File: config.mk
export PLATFORM = sky130hd
export DESIGN_NAME = img2col_round_sched
export DESIGN_NICKNAME = d
export VERILOG_FILES = /design/src/rtl/img2col_round_sched_pkg.sv /design/src/rtl/img2col_round_sched.sv
export SDC_FILE = /design/constraint.sdc
export NUM_CORES = 1
export LEC_CHECK = 0
export BUFFER_PORTS_ARGS = -buffer_cell sky130_fd_sc_hd__clkbuf_2
export CELL_PAD_IN_SITES_DETAIL_PLACEMENT = 1
export CELL_PAD_IN_SITES_GLOBAL_PLACEMENT = 1
export CORE_ASPECT_RATIO = 1.4
export CORE_MARGIN = 2
export CORE_UTILIZATION = 42
export DETAILED_ROUTE_END_ITERATION = 6
export PLACE_DENSITY_LB_ADDON = 0.08
export SYNTH_ARGS = -nofsm -noshare
export SYNTH_HDL_FRONTEND = slang
export SYNTH_SLANG_ARGS = --single-unit
File: constraint.sdc
create_clock -name clk -period 2.6 [get_ports clk]
set_input_delay 0.26 -clock clk [delete_from_list [all_inputs] [get_ports clk]]
set_output_delay 0.26 -clock clk [all_outputs]
set_load 0.01 [all_outputs]
File: src/rtl/img2col_round_sched_pkg.sv
// Shared types and helpers for the img2col round scheduler.
//   state_t        : scheduler FSM states
//   ROW_W_DEF      : default width of row/round/index fields
//   calc_out_rows  : output rows produced by a valid (img_rows, kernel) pair
package img2col_round_sched_pkg;

  typedef enum logic [1:0] {
    ST_IDLE     = 2'd0,
    ST_DISPATCH = 2'd1,
    ST_WAIT     = 2'd2,
    ST_DONE     = 2'd3
  } state_t;

  localparam int unsigned ROW_W_DEF = 6;

  // Valid only when 1 <= kernel <= img_rows; callers truncate to their field width.
  function automatic int unsigned calc_out_rows(input int unsigned img_rows,
                                                input int unsigned kernel);
    return img_rows - kernel + 1;
  endfunction

endpackage

File: src/rtl/img2col_round_sched.sv
// Round scheduler for the img2col mapping stage.
// Accepts one layer configuration, splits the output rows into rounds of up to
// NUM_PU rows and dispatches one row per PU per round over valid/ready. A new
// round starts only once every PU dispatched in the current round reports done.
// Ports:
//   clk, rst                      clock, asynchronous active-high reset
//   cfg_valid/cfg_ready           configuration handshake (ready only in IDLE)
//   cfg_img_rows, cfg_kernel      layer geometry
//   cfg_err                       one-cycle pulse on a rejected configuration
//   disp_valid/disp_ready         dispatch handshake
//   disp_pu, disp_row             target PU and output row of the dispatch
//   pu_done                       per-PU one-cycle completion pulses
//   current_round                 round index
//   current_PU1_add               first row of the round (round*NUM_PU)
//   current_PU_No                 PU being dispatched, zero-extended
//   current_row_No                same as disp_row
//   busy                          high whenever not IDLE
//   layer_done                    one-cycle pulse at the end of the layer
module img2col_round_sched
  import img2col_round_sched_pkg::*;
#(
  parameter int unsigned NUM_PU = 4,
  parameter int unsigned ROW_W  = ROW_W_DEF
) (
  input  logic                      clk,
  input  logic                      rst,
  input  logic                      cfg_valid,
  output logic                      cfg_ready,
  input  logic [ROW_W-1:0]          cfg_img_rows,
  input  logic [2:0]                cfg_kernel,
  output logic                      cfg_err,
  output logic                      disp_valid,
  input  logic                      disp_ready,
  output logic [$clog2(NUM_PU)-1:0] disp_pu,
  output logic [ROW_W-1:0]          disp_row,
  input  logic [NUM_PU-1:0]         pu_done,
  output logic [ROW_W-1:0]          current_round,
  output logic [ROW_W-1:0]          current_PU1_add,
  output logic [ROW_W-1:0]          current_PU_No,
  output logic [ROW_W-1:0]          current_row_No,
  output logic                      busy,
  output logic                      layer_done
);

  localparam int unsigned PU_W = $clog2(NUM_PU);

  state_t              state;
  logic [ROW_W-1:0]    round_q;
  logic [ROW_W-1:0]    row_q;
  logic [PU_W-1:0]     pu_q;
  logic [ROW_W-1:0]    out_rows_q;
  logic [ROW_W-1:0]    last_round_q;
  logic [NUM_PU-1:0]   pending_q;

  logic                cfg_bad;
  logic [ROW_W-1:0]    cfg_out_rows;
  logic                disp_fire;
  logic                round_end;
  logic [NUM_PU-1:0]   dispatch_set;
  logic [NUM_PU-1:0]   pending_left;

  // Configuration validation and derived row count
  assign cfg_bad      = (cfg_kernel == 3'd0) || (cfg_img_rows == '0) ||
                        (32'(cfg_kernel) > 32'(cfg_img_rows));
  assign cfg_out_rows = ROW_W'(calc_out_rows(32'(cfg_img_rows), 32'(cfg_kernel)));

  // Pending tracker: done pulses clear, accepted dispatches set (set wins)
  assign disp_fire    = (state == ST_DISPATCH) && disp_ready;
  assign dispatch_set = disp_fire ? (NUM_PU'(1) << pu_q) : '0;
  assign pending_left = pending_q & ~pu_done;

  // Last dispatch of a round: PU set exhausted or layer's last output row
  assign round_end    = (pu_q == PU_W'(NUM_PU - 1)) ||
                        (row_q == out_rows_q - ROW_W'(1));

  // Scheduler FSM with registered outputs
  always_ff @(posedge clk or posedge rst) begin
    if (rst) begin
      state        <= ST_IDLE;
      round_q      <= '0;
      row_q        <= '0;
      pu_q         <= '0;
      out_rows_q   <= '0;
      last_round_q <= '0;
      pending_q    <= '0;
      cfg_ready    <= 1'b1;
      cfg_err      <= 1'b0;
      disp_valid   <= 1'b0;
      busy         <= 1'b0;
      layer_done   <= 1'b0;
    end else begin
      pending_q  <= pending_left | dispatch_set;
      cfg_err    <= 1'b0;
      layer_done <= 1'b0;
      case (state)
        ST_IDLE: begin
          if (cfg_valid) begin
            if (cfg_bad) begin
              cfg_err <= 1'b1;
            end else begin
              state        <= ST_DISPATCH;
              cfg_ready    <= 1'b0;
              busy         <= 1'b1;
              disp_valid   <= 1'b1;
              round_q      <= '0;
              row_q        <= '0;
              pu_q         <= '0;
              pending_q    <= '0;
              out_rows_q   <= cfg_out_rows;
              last_round_q <= ROW_W'(cfg_out_rows - ROW_W'(1)) >> PU_W;
            end
          end
        end
        ST_DISPATCH: begin
          if (disp_ready) begin
            if (round_end) begin
              state      <= ST_WAIT;
              disp_valid <= 1'b0;
            end else begin
              pu_q  <= PU_W'(pu_q + PU_W'(1));
              row_q <= ROW_W'(row_q + ROW_W'(1));
            end
          end
        end
        ST_WAIT: begin
          // Advance on the same edge that samples the last outstanding done
          if (pending_left == '0) begin
            if (round_q == last_round_q) begin
              state      <= ST_DONE;
              layer_done <= 1'b1;
            end else begin
              state      <= ST_DISPATCH;
              disp_valid <= 1'b1;
              round_q    <= ROW_W'(round_q + ROW_W'(1));
              pu_q       <= '0;
              row_q      <= ROW_W'(ROW_W'(round_q + ROW_W'(1)) << PU_W);
            end
          end
        end
        ST_DONE: begin
          state     <= ST_IDLE;
          busy      <= 1'b0;
          cfg_ready <= 1'b1;
        end
        default: begin
          state <= ST_IDLE;
        end
      endcase
    end
  end

  assign disp_pu         = pu_q;
  assign disp_row        = row_q;
  assign current_round   = round_q;
  assign current_PU1_add = ROW_W'(round_q << PU_W);
  assign current_PU_No   = ROW_W'(pu_q);
  assign current_row_No  = row_q;

endmodule

==> metrics <==
status=completed; Final Critical Period=2.345 ns; fin cells=381; internal cell power=0.001651 W; number of H-tree levels=2; Final Hold Viols=0; Clock Pin Slew Worst Setup and Hold Paths=0.07 ns; Max Fclk=0.4264 GHz; worst-margin pin slew=0.6137 ns; most common cell after layout, fill and taps aside=clkbuf_2; Inst Count DP=373; grt total ovfl=0; first-pass GRT wire length=10500 um; # Post-CTS Setup Buffers=0; DRC viols=0; First DRT Iteration DRCs=94; TritonCTS clock tree=yes; Clk network pwr share=15.3%; worst path required time=2.79 ns; maximum vdd ir drop=396.2 uV; pwr dens=1013 mW/mm^2; TritonCTS buffer count=5; Slew HR=58.77%; die extent in y=95.03 um; Top delay family on crit path=compound AO/OA/AOI/OAI gates; sequential area share after synthesis=35.28%; Core Rows=33; CP Max Fanout=6; IO buf count=47; max cap viols=0; Main synth FF type=dfrtp_1; Nets=350; die footprint=0.006559 mm^2; setup total negative slack=0 ns; Die W=69.03 um; TritonRoute pass-1 iters=4; CP Launch Type=register; cells after synthesis=259; worst skew pair latency=0.30 ns; initial core utilization=43.01%; Global Route Usage Sum=20.45%; slowest stage cell, crit path=a2111oi_1; most frequent cells in the layout=clkbuf_2, dfrtp_1, inv_1; Core Area=0.005781 mm^2; kind of critical path=reg -> reg; post-place instance area=0.002788 mm^2; n_diodes=0; Setup violations, final=0; initial antenna violation count=0; RePlAce Congestion=0.7547; Buf+Inv Stages, Crit Path=1; Critical Path AT=2.53 ns; fin crit share=90.20%; I/O pin total=54; DP Wirelength=4845 um; final instance area=0.002889 mm^2; share of cells above drive strength 1=27.01%; clock sink count=35; number of flops mapped to enable cells by yosys=0; FF+latch count, synth=35; clock tree buffer depth=2; Vias per Instance=5.349; synth warn=0; Logic pwr share=53.7%; Async S/R FF share, synth=100.0%; via count=2038; Worst setup EP type=register; Avg Cell Area, Syn=9.599 um^2; Slew Limit Fails=0; slowest stage delay, CP=0.49 ns; Post-DRT Antenna Nets=0; clk root buf=clkbuf_8; mapped cell area=0.002486 mm^2; Layout Skew=0.003967 ns; Pleak=1.422 nW; RSZ-0062 raised after global routing=no; WL/cell=16.13 um; post-synthesis cell type count=50; via count of the first global-routing pass=2191; Switch Pwr=0.001275 W; Post-Route WL=6145 um; largest net degree at the start of global routing=36; Worst Hold Class=in -> async; crit path cell chain=ha_1, inv_1, nor4_1, a2111oi_1, o211ai_1, a311o_1, a32o_1; Flop pwr share=31.0%; PnR Total Power=0.002926 W; switch share=43.56%; P&R area growth vs syn=16.21%
cells by family (layout without fill, tap and decap cells):
kind of cell	count (synthesis)	after routing	synth area share, %
xor+xnor	21	21	7.398
fa+ha+maj	23	23	12.18
mux	7	7	3.120
compound gates	56	56	17.11
other cells	1	6	0.1508
flops	35	35	35.28
buf+inv	46	93	9.763
simple gates	70	70	15.00
synthesized netlist by cell type, drive strengths merged, types with 2 or more instances:
master / instances / area, um^2
dfrtp: 34 / 850.8
inv: 22 / 82.58
ha: 21 / 262.8
buf: 20 / 145.1
nand2: 14 / 52.55
nor2: 12 / 45.04
a21oi: 11 / 55.05
nand3: 11 / 55.05
o21ai: 11 / 55.05
xnor2: 11 / 96.34
xor2: 10 / 87.58
mux2: 6 / 67.56
nand2b: 6 / 37.54
nor3: 6 / 30.03
a22o: 4 / 35.03
a32o: 4 / 40.04
and3: 4 / 25.02
clkbuf: 4 / 15.01
a311o: 3 / 30.03
a31oi: 3 / 33.78
and2: 3 / 18.77
nand4: 3 / 18.77
nor2b: 3 / 18.77
nor4: 3 / 33.78
o211ai: 3 / 22.52
or2: 3 / 18.77
a21o: 2 / 15.01
a41oi: 2 / 17.52
fa: 2 / 40.04
o2111a: 2 / 23.77
o2111ai: 2 / 17.52
o31ai: 2 / 15.01
power groups by stage:
stage | combinational, W | sequential [W] | clock [W]
5_1_grt | 0.00176 | 0.000942 | 0.000496
3_5_place_dp | 0.00157 | 0.000921 | 0
2_1_floorplan | 0.00110 | 0.000909 | 0
6_report | 0.00157 | 0.000906 | 0.000449
3_3_place_gp | 0.00154 | 0.000910 | 0
4_1_cts | 0.00159 | 0.000909 | 0.000461
state kept, by name (all words and copies together) (netlist names):
signal,flops
current_round,6
current_row_No,6
out_rows_q,6
last_round_q,4
pending_q,4
disp_pu,2
state,2
busy,1
cfg_err,1
cfg_ready,1
disp_valid,1
layer_done,1
path summary, 6_finish.rpt:
kind,startpoint,slack (ns),cells past startpoint,endpoint
max,state[1]$_DFFE_PP0P_,0.25,7,current_row_No[3]$_DFFE_PP0P_
min,rst,0.06,3,last_round_q[0]$_DFFE_PP0P_
max reg2reg,state[1]$_DFFE_PP0P_,0.25,7,current_row_No[3]$_DFFE_PP0P_
min reg2reg,busy$_DFFE_PP0P_,0.49,1,busy$_DFFE_PP0P_
max in group asynchronous,rst,2.20,3,cfg_ready$_DFFE_PP1P_
min in group clk,disp_ready,0.27,3,pending_q[3]$_DFF_PP0_
tightest hold or removal path, stage by stage:
cell and delay [ns]:
clkbuf_2 0.08, inv_1 0.05, buf_4 0.41
cell type report:
cell class              count  area (um^2)
fillers                   702         2892
multi-input cells         183         1386
flip-flops and latches     35        877.1
repair buffers             63        355.3
clock buffers               8        100.1
well taps                  70        87.58
inverters                  22        82.58
metal layers:
layer  track usage [%]  up-vias  wire length (um)
li1                  -      993                 -
met1             23.33      987              2509
met5                 0        -                 0
met3             3.383        8               235
met4             6.209        0               108
met2             38.94       50              3292
stage by stage:
stage | worst slack [ns] | util (%) | hold slack, ns
CTS | 0.1613 | 49.96 | 0.08183
global route | 0.02867 | 49.98 | 0.1044
finish | 0.2548 | 49.98 | 0.05501
global placement | 0.1521 | 48.23 | 0.3740
detailed placement | 0.08152 | 48.23 | 0.4017
floorplan | 0.2960 | - | 0.4136
what timing repair did:
| action | CTS | global route |
|---|---|---|
| endpoints found under the setup margin | 0 | 4 |
| hold buffers | 0 | 0 |
| resized for setup | 0 | 1 |
No activity file was read; power rests on OpenSTA's default activity.
